### src/rtl/s_fflopnvar.sv
// rtl/s_fflopnvar.sv - variable-depth delay line with per-stage valid bits.
// Occupancy counter is built only when S_FFLOPNVAR_OCC_EN is defined; otherwise occ is tied to 0.
module s_fflopnvar #(
  parameter int              SIZE    = 8,
  parameter int              MAXDLY  = 8,
  parameter int              DLYW    = 4,
  parameter logic [SIZE-1:0] RST_VAL = {SIZE{1'b0}}
) (
  input  logic            clk,
  input  logic            rst,
  input  logic            en,
  input  logic [DLYW-1:0] dly,
  input  logic            vi,
  input  logic [SIZE-1:0] d,
  output logic            vo,
  output logic [SIZE-1:0] qn,
  output logic [DLYW-1:0] occ,
  output logic            dly_err
);

  localparam logic [DLYW-1:0] MAXDLY_W = DLYW'(MAXDLY);

  logic [SIZE-1:0]   r_s [MAXDLY];
  logic [MAXDLY-1:0] r_v;
  logic [DLYW-1:0]   r_dly_q;

  logic [DLYW-1:0]   w_de;
  logic              w_chg;
  logic [SIZE-1:0]   w_stap;
  logic              w_vtap;

  assign dly_err = (dly > MAXDLY_W);
  assign w_de    = dly_err ? MAXDLY_W : dly;
  assign w_chg   = (dly != r_dly_q);

  // Tap select by comparison keeps the mux free of out-of-range indexing; de=0 is the bypass.
  always_comb begin
    w_stap = d;
    w_vtap = vi;
    for (int k = 0; k < MAXDLY; k++) begin
      if (w_de == DLYW'(k + 1)) begin
        w_stap = r_s[k];
        w_vtap = r_v[k];
      end
    end
  end

  assign qn = w_stap;
  assign vo = w_vtap & ~w_chg;

  always_ff @(posedge clk) begin
    if (rst) begin
      for (int k = 0; k < MAXDLY; k++) r_s[k] <= RST_VAL;
    end else if (en) begin
      r_s[0] <= d;
      for (int k = 1; k < MAXDLY; k++) r_s[k] <= r_s[k-1];
    end
  end

  // A delay change flushes every in-flight valid so no entry leaves at the wrong latency.
  always_ff @(posedge clk) begin
    if (rst) begin
      r_v     <= '0;
      r_dly_q <= '0;
    end else begin
      r_dly_q <= dly;
      if (w_chg) begin
        r_v <= '0;
      end else if (en) begin
        r_v[0] <= vi;
        for (int k = 1; k < MAXDLY; k++) r_v[k] <= r_v[k-1];
      end
    end
  end

`ifdef S_FFLOPNVAR_OCC_EN
  logic [DLYW-1:0] r_occ;

  always_ff @(posedge clk) begin
    if (rst || w_chg || (w_de == '0)) begin
      r_occ <= '0;
    end else if (en) begin
      r_occ <= r_occ + DLYW'(vi) - DLYW'(w_vtap);
    end
  end

  assign occ = r_occ;
`else
  assign occ = '0;
`endif

endmodule
### config.mk
export PLATFORM = sky130hd
export DESIGN_NAME = s_fflopnvar
export DESIGN_NICKNAME = d
export VERILOG_FILES = /design/src/rtl/s_fflopnvar.sv
export SDC_FILE = /design/constraint.sdc
export NUM_CORES = 1
export LEC_CHECK = 0
export ABC_AREA = 0
export BUFFER_PORTS_ARGS = -buffer_cell sky130_fd_sc_hd__buf_2
export CELL_PAD_IN_SITES_DETAIL_PLACEMENT = 1
export CELL_PAD_IN_SITES_GLOBAL_PLACEMENT = 2
export CORE_MARGIN = 4
export CORE_UTILIZATION = 43
export DETAILED_ROUTE_END_ITERATION = 10
export PLACE_DENSITY = 0.83
export REMOVE_ABC_BUFFERS = 1
export SYNTH_ARGS = -nofsm -noshare
export SYNTH_HDL_FRONTEND = slang
export SYNTH_SLANG_ARGS = --single-unit
### constraint.sdc
create_clock -name clk -period 4.44 [get_ports clk]
set_input_delay 0 -clock clk [delete_from_list [all_inputs] [get_ports clk]]
set_output_delay 0 -clock clk [all_outputs]
set_load 0.02 [all_outputs]
==> metrics.md <==
| Metric | Value |
|---|---|
| Setup bufs post-CTS | `0` |
| Worst VDD drop | `around 0.21 mV` |
| Vias in the first global route | `2761` |
| TritonCTS clock tree | `built` |
| Critical-path maximum fanout | `43` |
| Clock slew at reported path FFs | `0.09 ns` |
| #FFs+latches synth | `76` |
| Largest net degree at the start of global routing | `49` |
| Post-layout min period | `2.04 ns` |
| Wire per inst | `18.9 µm` |
| Clk root buf | `clkbuf_8` |
| Worst Hold Depth | `2` |
| Die width | `103 µm` |
| Cells after synthesis | `339` |
| Layout cells sized above 1 | `0.143` |
| Slew headroom | `0.316` |
| Nets | `375` |
| Via Count | `2626` |
| Post-cts gate resize count | `0` |
| Status | `finished clean` |
| Hold Path Class | `primary input to flop` |
| Pwr dens | `377 mW/mm²` |
| DR vias/cell | `5.56` |
| Die Ht | `103 µm` |
| First DRT Iteration DRCs | `between 90 and 100` |
| Share of the synthesized area in the top cell type | `0.499` |
| GP Congestion | `0.727` |
| Skew final | `approximately 0.011 ns` |
| Ant. Diodes | `0` |
| Most used DFF post-synth | `edfxtp_1` |
| Final hold vios | `0` |
| Max H-tree Level | `3` |
| Critical path depth | `7` |
| Top area cells in the synthesized netlist | `edfxtp_1, and2_1, dfxtp_1` |
| Setup TNS | `0 ns` |
| Top post-synthesis cells by count | `edfxtp_1, and2_1, a21oi_1` |
| Grt ovf | `0` |
| Worst path arrival time | `2.04 ns` |
| Clock sinks | `76` |
| Lkg Pwr | `1.66 nW` |
| Core area | `0.00872 mm²` |
| CP bufs+invs | `2` |
| Worst reg2reg path depth | `4` |
| RSZ-0062 raised after global routing | `false` |
| Routed Antenna Nets | `0` |
| Pins over their slew limit | `0` |
| Ratio of final minimum period to clock period | `0.460` |
| Post-CTS Hold Buffers | `9` |
| Total global-route track usage | `0.180` |
| Setup ws final | `2.40 ns` |
| First-pass GRT wire length | `14.5 mm` |
| Maximum capacitance violations | `0` |
| Slowest cell on the critical path | `buf_2` |
| Die area | `roughly 0.011 mm²` |
| Clk buf depth | `2` |
| Pre-CTS WS | `2.29 ns` |
| YS warnings | `0` |
| Count leader, synth | `edfxtp_1` |
| Register area share after synthesis | `0.561` |
| Initial Utilization | `0.442` |
| # setup viols final | `0` |
| # port buffers | `25` |
| Crit path capture type | `output pin` |
| CP delay by family, top | `buffers and inverters` |
| TritonRoute pass-1 iters | `4` |
| IO Count | `30` |
| Slew @ Worst Pin | `1.03 ns` |
| Crit path largest cell delay | `about 0.65 ns` |
| Clock latency on the worst-skew pair | `0.35 ns` |
| Mapped Area | `0.00385 mm²` |
| Post-synth EDFFs | `64` |
| Synth Area per Inst | `11.4 µm²` |
| Drc violations | `0` |
| Yosys cell types | `between 50 and 60` |
| CP Class | `primary input to output pin` |
| Area Overhead vs Synth | `10.2%` |
| Total wire length | `8.93 mm` |
| CP most frequent cell | `buf_2` |
| FFs w/ async S/R, synth | `0` |
| Critical Path RT | `around 4.4 ns` |
| CP Launch Type | `primary input` |
| Crit path cell chain | `buf_2, nand2b_4, a21o_1, o211ai_1, or4_1, a21oi_1, buf_2` |
| Post-DP HPWL | `between 5 and 6 mm` |
| Synth area leader | `edfxtp_1` |
| Rows | `34` |
| Initial antenna violation count | `0` |
| Fmax | `490 MHz` |
| CTS Buf Count | `9` |
-- area by class of cell --
| cell class | count | area, µm² |
|---|---|---|
| clock inverters | 5 | 77.6 |
| repair buffers | 36 | 230 |
| well taps | 108 | 135 |
| clock buffers | 11 | 131 |
| multi-input cells | 229 | 1480 |
| flip-flops and latches | 76 | 2160 |
| inverters | 7 | 26.3 |
| fillers | 920 | 4470 |
-- worst register-to-register path, cell delays in order (launching register included) --
cell	delay, ns
dfxtp_1	0.34
xnor2_1	0.12
nand3_1	0.12
or3_1	0.50
nor2_1	0.15
-- placed cells by master (no fill, tap or decap), drive strengths merged, types with 10 or more instances in the layout --
master  count
clkbuf     11
nor3       10
a21oi      24
edfxtp     64
nor2b      21
and2       50
buf        27
nor2       24
dfxtp      12
nand2      10
mux2i      14
-- flip-flops by register name, summed over array words and instances (netlist names) --
register	flops
r_dly_q	4
r_s	64
r_v	8
-- power breakdown --
group / total [W] / switching (W) / leakage [nW] / internal (W)
combinational: 0.000179 / 0.000110 / 0.754 / 0.0000692
sequential: 0.000840 / 0.0000213 / 0.803 / 0.000818
clock: 0.000580 / 0.000265 / 0.103 / 0.000316
total: 0.00160 / 0.000396 / 1.66 / 0.00120
-- cells by family after synthesis --
kind of cell | share of synthesized area
buffers and inverters | 0.0572
DFF | 0.561
xor gates and xnor gates | 0.0114
muxes | 0.0510
and+or+nand+nor | 0.199
other | 0.000973
AOI/OAI and AO/OA | 0.119
-- layer usage --
layer / global-route usage / part of all wire
met3: 0.0257 / 0.022
met4: 0.0706 / 0.017
met2: 0.290 / 0.47
met1: 0.247 / 0.49
met5: 0 / 0
-- final timing paths --
kind	to	slack (ns)	startpoint
worst max-delay path	vo	2.40	dly[1]
worst min register to register	r_v[7]$_SDFFE_PP0P_	0.53	r_v[7]$_SDFFE_PP0P_
worst min-delay path	r_dly_q[0]$_SDFF_PP0_	0.09	rst
worst max register to register	r_v[5]$_SDFFE_PP0P_	3.16	r_dly_q[1]$_SDFF_PP0_
-- metrics by stage --
stage | total power, W | util | instance area, µm² | cells | hold WS (ns)
4_1_cts | 0.00161 | 0.487 | 4250 | 472 | 0.0909
3_5_place_dp | 0.00103 | 0.453 | 3950 | 447 | 0.305
5_1_grt | 0.00166 | 0.487 | 4250 | 472 | 0.109
3_3_place_gp | 0.00102 | 0.453 | 3950 | 447 | 0.283
2_1_floorplan | 0.000951 | - | 3670 | 312 | 0.0667
6_report | 0.00160 | 0.487 | 4250 | 472 | 0.0901
Power figures use the tool's default switching activity.
